<file path="src/rtl/raizing_line_sched_if.sv">
// Renderer handshake bundle between the line scheduler (master) and the
// sprite/tile renderer (slave).
interface raizing_line_sched_if;
    logic       render_req;
    logic       render_ack;
    logic       render_done;
    logic [8:0] render_line;
    logic       render_bank;
    logic       render_abort;

    modport master (
        output render_req,
        output render_line,
        output render_bank,
        output render_abort,
        input  render_ack,
        input  render_done
    );

    modport slave (
        input  render_req,
        input  render_line,
        input  render_bank,
        input  render_abort,
        output render_ack,
        output render_done
    );
endinterface

</file>
<file path="src/rtl/raizing_line_sched.sv">
// Per-scanline line-buffer scheduler: swaps banks at each line start, clears the
// render bank, then runs a req/ack/done handshake with the renderer.
module raizing_line_sched #(
    parameter int CLEAR_LEN = 320,
    parameter int LAST_LINE = 239
) (
    input  logic                        clk,
    input  logic                        reset_n,
    input  logic                        lhbl,
    input  logic [8:0]                  vrender,
    raizing_line_sched_if.master        rnd,
    output logic                        disp_bank,
    output logic                        clr_we,
    output logic [8:0]                  clr_addr,
    output logic                        overrun,
    output logic [7:0]                  overrun_cnt
);

    localparam logic [1:0] S_IDLE  = 2'd0;
    localparam logic [1:0] S_CLEAR = 2'd1;
    localparam logic [1:0] S_REQ   = 2'd2;
    localparam logic [1:0] S_BUSY  = 2'd3;

    localparam logic [8:0] CLR_LAST = 9'(CLEAR_LEN - 1);

    logic [1:0] r_state;
    logic       r_lhbl_d;
    logic       r_disp_bank;
    logic [8:0] r_render_line;
    logic [8:0] r_clr_addr;
    logic       r_overrun;
    logic       r_render_abort;
    logic [7:0] r_overrun_cnt;

    logic w_ls;
    logic w_done_now;
    logic w_overrun;
    logic w_abort;
    logic w_render_this;

    assign w_ls          = r_lhbl_d & ~lhbl;
    // A done pulse landing on the line-start edge still counts as completion.
    assign w_done_now    = (r_state == S_BUSY) & rnd.render_done;
    assign w_overrun     = w_ls & (r_state != S_IDLE) & ~w_done_now;
    assign w_abort       = w_overrun & ((r_state == S_REQ) | (r_state == S_BUSY));
    assign w_render_this = int'(vrender) <= LAST_LINE;

    // NOTE: reset is sampled on the clock edge only, so it lives inside the
    // clocked branch rather than in the sensitivity list.
    always_ff @(posedge clk) begin
        if (!reset_n) begin
            r_state        <= S_IDLE;
            r_lhbl_d       <= 1'b1;
            r_disp_bank    <= 1'b0;
            r_render_line  <= '0;
            r_clr_addr     <= '0;
            r_overrun      <= 1'b0;
            r_render_abort <= 1'b0;
            r_overrun_cnt  <= '0;
        end else begin
            r_lhbl_d       <= lhbl;
            r_overrun      <= w_overrun;
            r_render_abort <= w_abort;
            if (w_overrun && (r_overrun_cnt != 8'hff)) begin
                r_overrun_cnt <= r_overrun_cnt + 8'd1;
            end

            if (w_ls) begin
                r_disp_bank   <= ~r_disp_bank;
                r_render_line <= vrender;
                r_clr_addr    <= '0;
                r_state       <= w_render_this ? S_CLEAR : S_IDLE;
            end else begin
                case (r_state)
                    S_CLEAR: begin
                        if (r_clr_addr == CLR_LAST) begin
                            r_state <= S_REQ;
                        end else begin
                            r_clr_addr <= r_clr_addr + 9'd1;
                        end
                    end
                    S_REQ: begin
                        if (rnd.render_ack) begin
                            r_state <= S_BUSY;
                        end
                    end
                    S_BUSY: begin
                        if (rnd.render_done) begin
                            r_state <= S_IDLE;
                        end
                    end
                    default: r_state <= r_state;
                endcase
            end
        end
    end

    // NOTE: strobes are pure decodes of registered state, so no input can
    // reach an output within the same cycle.
    assign clr_we           = (r_state == S_CLEAR);
    assign clr_addr         = r_clr_addr;
    assign disp_bank        = r_disp_bank;
    assign overrun          = r_overrun;
    assign overrun_cnt      = r_overrun_cnt;
    assign rnd.render_req   = (r_state == S_REQ);
    assign rnd.render_line  = r_render_line;
    assign rnd.render_bank  = ~r_disp_bank;
    assign rnd.render_abort = r_render_abort;

endmodule

</file>
<file path="src/flat_wrapper.sv">
// flat-port wrapper written by rule: the top's interface ports become plain ports
module raizing_line_sched_flat 
#(
    parameter int CLEAR_LEN = 320,
    parameter int LAST_LINE = 239
)
  (clk, reset_n, lhbl, vrender, disp_bank, clr_we, clr_addr, overrun, overrun_cnt, rnd_render_req, rnd_render_line, rnd_render_bank, rnd_render_abort, rnd_render_ack, rnd_render_done);
  raizing_line_sched_if rnd_i ();
  input  logic clk;
  input  logic reset_n;
  input  logic lhbl;
  input  logic [8:0] vrender;
  output logic disp_bank;
  output logic clr_we;
  output logic [8:0] clr_addr;
  output logic overrun;
  output logic [7:0] overrun_cnt;
  output wire logic [$bits(rnd_i.render_req)-1:0] rnd_render_req;
  output wire logic [$bits(rnd_i.render_line)-1:0] rnd_render_line;
  output wire logic [$bits(rnd_i.render_bank)-1:0] rnd_render_bank;
  output wire logic [$bits(rnd_i.render_abort)-1:0] rnd_render_abort;
  input wire logic [$bits(rnd_i.render_ack)-1:0] rnd_render_ack;
  input wire logic [$bits(rnd_i.render_done)-1:0] rnd_render_done;
  assign rnd_render_req = rnd_i.render_req;
  assign rnd_render_line = rnd_i.render_line;
  assign rnd_render_bank = rnd_i.render_bank;
  assign rnd_render_abort = rnd_i.render_abort;
  assign rnd_i.render_ack = rnd_render_ack;
  assign rnd_i.render_done = rnd_render_done;
  raizing_line_sched #(.CLEAR_LEN(CLEAR_LEN), .LAST_LINE(LAST_LINE)) u_core (.clk(clk), .reset_n(reset_n), .lhbl(lhbl), .vrender(vrender), .rnd(rnd_i), .disp_bank(disp_bank), .clr_we(clr_we), .clr_addr(clr_addr), .overrun(overrun), .overrun_cnt(overrun_cnt));
endmodule
</file>
<file path="config.mk">
export PLATFORM = sky130hd
export DESIGN_NAME = raizing_line_sched_flat
export DESIGN_NICKNAME = d
export VERILOG_FILES = /design/src/rtl/raizing_line_sched_if.sv /design/src/rtl/raizing_line_sched.sv /design/src/flat_wrapper.sv
export SDC_FILE = /design/constraint.sdc
export NUM_CORES = 1
export LEC_CHECK = 0
export BUFFER_PORTS_ARGS = -buffer_cell sky130_fd_sc_hd__buf_2
export CORE_MARGIN = 10
export CORE_UTILIZATION = 40
export CTS_BUF_LIST = sky130_fd_sc_hd__clkbuf_8
export CTS_CLUSTER_DIAMETER = 30
export DETAILED_ROUTE_END_ITERATION = 16
export GPL_ROUTABILITY_DRIVEN = 0
export PLACE_DENSITY = 0.61
export SLEW_MARGIN = 20
export SYNTH_ARGS = -nofsm -noshare
export SYNTH_HDL_FRONTEND = slang
export SYNTH_SLANG_ARGS = --single-unit
</file>
<file path="constraint.sdc">
create_clock -name clk -period 1.8 [get_ports clk]
set_input_delay 0 -clock clk [delete_from_list [all_inputs] [get_ports clk]]
set_output_delay 0 -clock clk [all_outputs]
set_load 0.005 [all_outputs]
</file>
# ---- Yosys cells after proc, flatten, opt, wreduce, memory -nomap -nowiden
# Index checks and enable logic that the tools add are counted.
dict set report word_totals {
  output_inout_bits 32
  regBits 32
  in_bits 14
  wordCells 42
}
dict set report op_classes {
  muxes 6
  eq_ne 8
  n_lt_le_gt_ge 1
  add_sub_neg 2
  bitwise 11
  reduce_logical 6
}
# operator n
set op_table {}
lappend op_table {{adder 9 x 1 -> 9 bit (second input constant)} 1}
lappend op_table {{equality test 9 bit (second input constant)} 1}
lappend op_table {{less-or-equal comparator 9 x 8 -> 1 bit (second input constant)} 1}
lappend op_table {{adder 8 x 1 -> 8 bit (second input constant)} 1}
lappend op_table {{2-to-1 mux 2 bit} 4}
lappend op_table {{inequality test 8 bit (second input constant)} 1}
lappend op_table {{inequality test 3 x 1 -> 1 bit (second input constant)} 2}
lappend op_table {{one-hot mux 2 bit (3 select lines)} 1}
lappend op_table {{AND 1 bit} 5}
lappend op_table {{NOT 1 bit} 5}
lappend op_table {{equality test 2 bit (second input constant)} 2}
lappend op_table {{AND reduction 4 bit} 1}
lappend op_table {{nonzero test 4 bit} 1}
lappend op_table {{inequality test 3 x 2 -> 1 bit (second input constant)} 1}
lappend op_table {{equality test 2 x 1 -> 1 bit (second input constant)} 1}
lappend op_table {{AND reduction 2 bit} 1}
lappend op_table {{nonzero test 2 bit} 1}
lappend op_table {{OR reduction 2 bit} 1}
lappend op_table {{logical AND 1 bit} 1}
lappend op_table {{2-to-1 mux 1 bit} 1}
lappend op_table {{OR 1 bit} 1}

# ---- Logic depth before layout (Yosys ltp)
dict set report logic_depth {
  word_depth 5
  depth_mapped 5
  depth_no_buf 5
}

# ---- Worst setup path after synthesis
# Ideal clock, no wire load.
dict set report synth_timing {
  kind {register to register}
  start {reg u_core.r_clr_addr[0] (netlist: u_core.clr_addr[0])}
  end {reg u_core.r_clr_addr[5] (netlist: u_core.clr_addr[5])}
  setup_slack_ns 0.302
  stages_incl_launch_ff 6
  n_path_buf 0
  required_time_ns 1.728
  setup_ns 0.072
  arrival_ns 1.425
  synth_period_minus_slack_ns 1.498
  cell_sequence {dfxtp_1 > ha_1 > nand3_1 > o31ai_4 > or4_1 > a21oi_1}
}
dict set report synth_between {
  elab_chain_cells 3
}
# element line
set synth_lines {}
lappend synth_lines {{start: declaration} raizing_line_sched.sv:30} ;# logic [8:0] r_clr_addr;
lappend synth_lines {{start signal: assignment} raizing_line_sched.sv:79} ;# r_clr_addr <= r_clr_addr + 9'd1;
lappend synth_lines {{parallel branches: the longest is 3 deep, another holds adder 9 x 1 -> 9 bit} n/a}
# Several ways; the timed one is not identified.
# A chain may end at the register's enable or synchronous reset.

# ---- Worst setup path in the final report
dict set report layout_timing {
  start {reg u_core.r_state[1]}
  end {reg u_core.r_clr_addr[5] (netlist: u_core.clr_addr[5])}
}
dict set report layout_between {
  elab_chain_cells 2
}
# element line
set layout_lines {}
lappend layout_lines {{start: declaration} raizing_line_sched.sv:26} ;# logic [1:0] r_state;
lappend layout_lines {{start signal: assignment} raizing_line_sched.sv:72} ;# r_state <= w_render_this ? S_CLEAR : S_IDLE;
lappend layout_lines {{start signal: assignment} raizing_line_sched.sv:92} ;# default: r_state <= r_state;
lappend layout_lines {{equality test 2 x 1 -> 1 bit} raizing_line_sched.sv:74} ;# case (r_state)
lappend layout_lines {{AND reduction 2 bit (no line)} n/a}
# Every way passes these cells.

==> metrics.csv <==
stage;metric;value;unit
outcome;outcome;complete, but fails checks;
outcome;violations;hold timing;
worst_setup_path;cp-startpoint;u_core.r_state[1];
timing;finalHoldViolations;1;
yosys;yosysTopAreaCellShare;0.4361;
worst_setup_path;crit_type;reg -> reg;
timing;tightestPinTransition;0.4522;ns
yosys;muxShareOfSynthArea;0.03407;
floorplanning;core.rowCount;21;
global_routing;globalRouteMet2Util;0.1791;
clocking;clock_latency;0.28;ns
yosys;synth_edf_count;0;
timing;period_needed;1.662;ns
power;p_leak;0.0009069;µW
hold_path;hp-start;vrender[5];
timing;final.setup.worst_slack;0.1376;ns
clocking;clkSlewWorstSetupHoldPaths;0.06;ns
floorplanning;start_util;0.4268;
floorplanning;coreArea;0.003442;mm²
timing;fin_crit_sh;0.9235;
clocking;clockBufferDepth;2;
yosys;yosys.area_share.simple;0.2785;
placed_design;place_inst;252;
yosys;syn-num-nets;179;
clocking;cts_root_buf;clkbuf_8;
global_routing;track_usage;0.1145;
yosys;synth_area_leaders;dfxtp_1 (44%), nand2_1 (7.7%), a21oi_1 (3.7%), mux2i_1 (3.4%), a21boi_0 (2.6%);
final_layout;fill_cells;319;
worst_setup_path;arrival;1.86;ns
timing;hold_slack;-0.0004072;ns
final_layout;diodes;0;
timing;slew-limit-headroom;0.6961;
floorplanning;io_pins;46;
hold_path;hold-path-cell-count;3;
placed_design;place_hpwl;2.712;mm
yosys;synth_warnings;0;
global_routing;grt_pass1_wl;6.120;mm
placed_design;io_buffers;45;
global_routing;grt_max_degree;24;
global_routing;grt_pass1_vias;1343;
power;powerDensity;760.1;mW/mm²
final_layout;area.growth.synth_to_final;31.18;%
worst_setup_path;cp.required;2.00;ns
yosys;synthXorXnorAreaFrac;0.02981;
yosys;synth-main-ff-cell;dfxtp_1;
final_layout;nNetsFinal;238;
final_layout;final_layout_size_suffix_gt1_frac;0.2915;
timing;fmax;0.6016;GHz
timing;finalClockSkew;0.006332;ns
global_routing;grt_use_met3;0.05011;
clocking;cts_buffers;5;
yosys;synthArstFlopShare;0;
worst_setup_path;setup.worst_path.end_class;register;
worst_setup_path;reg2reg_slack;0.14;ns
global_routing;grt_overflow;0;
yosys;netlist_area;0.001469;mm²
detailed_routing;first_iter_violations;48;
yosys;synth_compound_area_frac;0.1712;
detailed_routing;drt-total-wl;3.651;mm
floorplanning;die_h;80.60;µm
detailed_routing;via_per_inst;5.100;
final_layout;stdcell_count;269;
clocking;cts_sinks;32;
clocking;cts_tree;yes;
timing;maxSlewViolCount;0;
global_routing;use_met1;0.1347;
worst_setup_path;startpoint_type;register;
global_routing;antenna_found_initial;0;
detailed_routing;drt_pass1_iterations;4;
placed_design;post-place-ws;0.1613;ns
clocking;post_cts_buffers;0;
clocking;cts_max_level;2;
power;peakVddDrop;0.4745;mV
floorplanning;die_area;0.006496;mm²
timing;rsz0062_at_grt;false;
worst_setup_path;rr_endpoint;u_core.clr_addr[5];
yosys;synth_adder_area_share;0.01704;
yosys;synth.distinct_cells;47;
yosys;yosysMostFrequentCell;dfxtp_1;
timing;setup-tns-final;0;ns
yosys;synth-seq-cells;32;
hold_path;hold_class;in -> reg;
floorplanning;die_x;80.60;µm
timing;final-setup-viol-count;0;
hold_path;hold_end;u_core.rnd.render_line[5];
detailed_routing;drcViolationCount;0;
run;maxCapViolCount;0;
global_routing;top_usage_layer;met2;
detailed_routing;drtAntennaViolNets;0;
yosys;syn-mean-instance-area;9.012;µm²
detailed_routing;vias;1372;
yosys;synth_top_family_by_area;simple AND/OR/NAND/NOR gates;
detailed_routing;wl_per_cell;13.57;µm
yosys;ys_top_cells_by_count;dfxtp_1 (32), nand2_1 (30), a21oi_1 (11);
yosys;yosys.area.top_type;dfxtp_1;
yosys;syn_inst;163;
yosys;yosysSeqAreaShare;0.4361;
worst_setup_path;worstPathMaxFanout;9;
worst_setup_path;rr_worst_depth;4;
worst_setup_path;r2r_start;u_core.r_state[1];
==> logic make-up after synthesis <==
group | count (synthesis)
mux | 5
flops | 32
simple gates | 75
xor+xnor | 5
fa+ha+maj | 2
buf+inv | 9
compound gates | 35
==> worst max-delay path, stage by stage, from the launching register on <==
cell	delay, ns
dfxtp_1	0.36
and2b_1	0.35
o31ai_4	0.17
or4_1	0.53
a21oi_1	0.17
==> cell type report <==
class	instances	area, µm²	share of cell area
Timing Repair Buffer	58	345.3	0.1792
Multi-Input combinational cell	122	779.5	0.4045
Clock buffer	6	82.58	0.04286
Clock inverter	2	10.01	0.005195
Tap cell	46	57.56	0.02987
Sequential cell	32	640.6	0.3325
Inverter	3	11.26	0.005844
==> flip-flops by register name, indices dropped and copies added (netlist names) <==
name	cells
u_core.r_lhbl_d	1
u_core.r_state	2
u_core.rnd.render_abort	1
u_core.overrun	1
u_core.disp_bank	1
u_core.rnd.render_line	9
u_core.overrun_cnt	8
u_core.clr_addr	9
==> what timing repair did <==
action / 4_1_cts / 5_1_grt
endpoints found under the hold margin: 9 / 0
resized for setup: 0 / 0
hold buffers: 9 / 0
==> power breakdown <==
group | internal [µW] | total (µW) | leakage, µW | switching [µW]
clock | 305 | 557 | 0.0000510 | 252
sequential | 731 | 748 | 0.000260 | 16.3
combinational | 79.2 | 160 | 0.000596 | 81.1
total | 1110 | 1460 | 0.000907 | 350
==> cells in the final DEF, fill, tap and decap left out, types with 3 or more instances in the layout <==
| master | instances |
|---|---|
| o211a_1 | 3 |
| buf_2 | 45 |
| mux2i_1 | 5 |
| nand2b_1 | 4 |
| nor2_1 | 8 |
| clkbuf_8 | 6 |
| dlygate4sd3_1 | 9 |
| inv_1 | 3 |
| and3_1 | 3 |
| nand2_1 | 30 |
| o21ai_0 | 3 |
| nand3_1 | 5 |
| and2_1 | 4 |
| a21boi_0 | 5 |
| a21oi_1 | 11 |
| dfxtp_1 | 32 |
| xor2_1 | 4 |
| nor2b_1 | 3 |
| buf_4 | 4 |
==> worst max path at each step <==
stage                                     to  slack, ns  cells past startpoint
after floorplan           u_core.clr_addr[5]       0.30                      5
after global routing      u_core.clr_addr[5]       0.02                      4
after detailed placement  u_core.clr_addr[5]       0.16                      4
final                     u_core.clr_addr[5]       0.14                      4
after CTS                 u_core.clr_addr[5]       0.14                      4
after global placement    u_core.clr_addr[7]       0.26                      4
==> layer usage <==
layer,share of wire,routed length (µm)
met2,0.45,1643
met3,0.081,295
met5,0,0
met4,0.012,44
met1,0.46,1668
==> metrics by stage <==
stage          instance area, µm²  hold WS [ns]  total power [µW]    util
2_1_floorplan                1469        0.1015             849.7       -
3_3_place_gp                 1744        0.2095             905.8  0.5067
3_5_place_dp                 1744        0.2251             910.4  0.5067
4_1_cts                      1927      0.002208              1484  0.5598
5_1_grt                      1927      0.006861              1540  0.5598
6_report                     1927    -0.0004072              1465  0.5598
No activity file was read; power rests on OpenSTA's default activity.
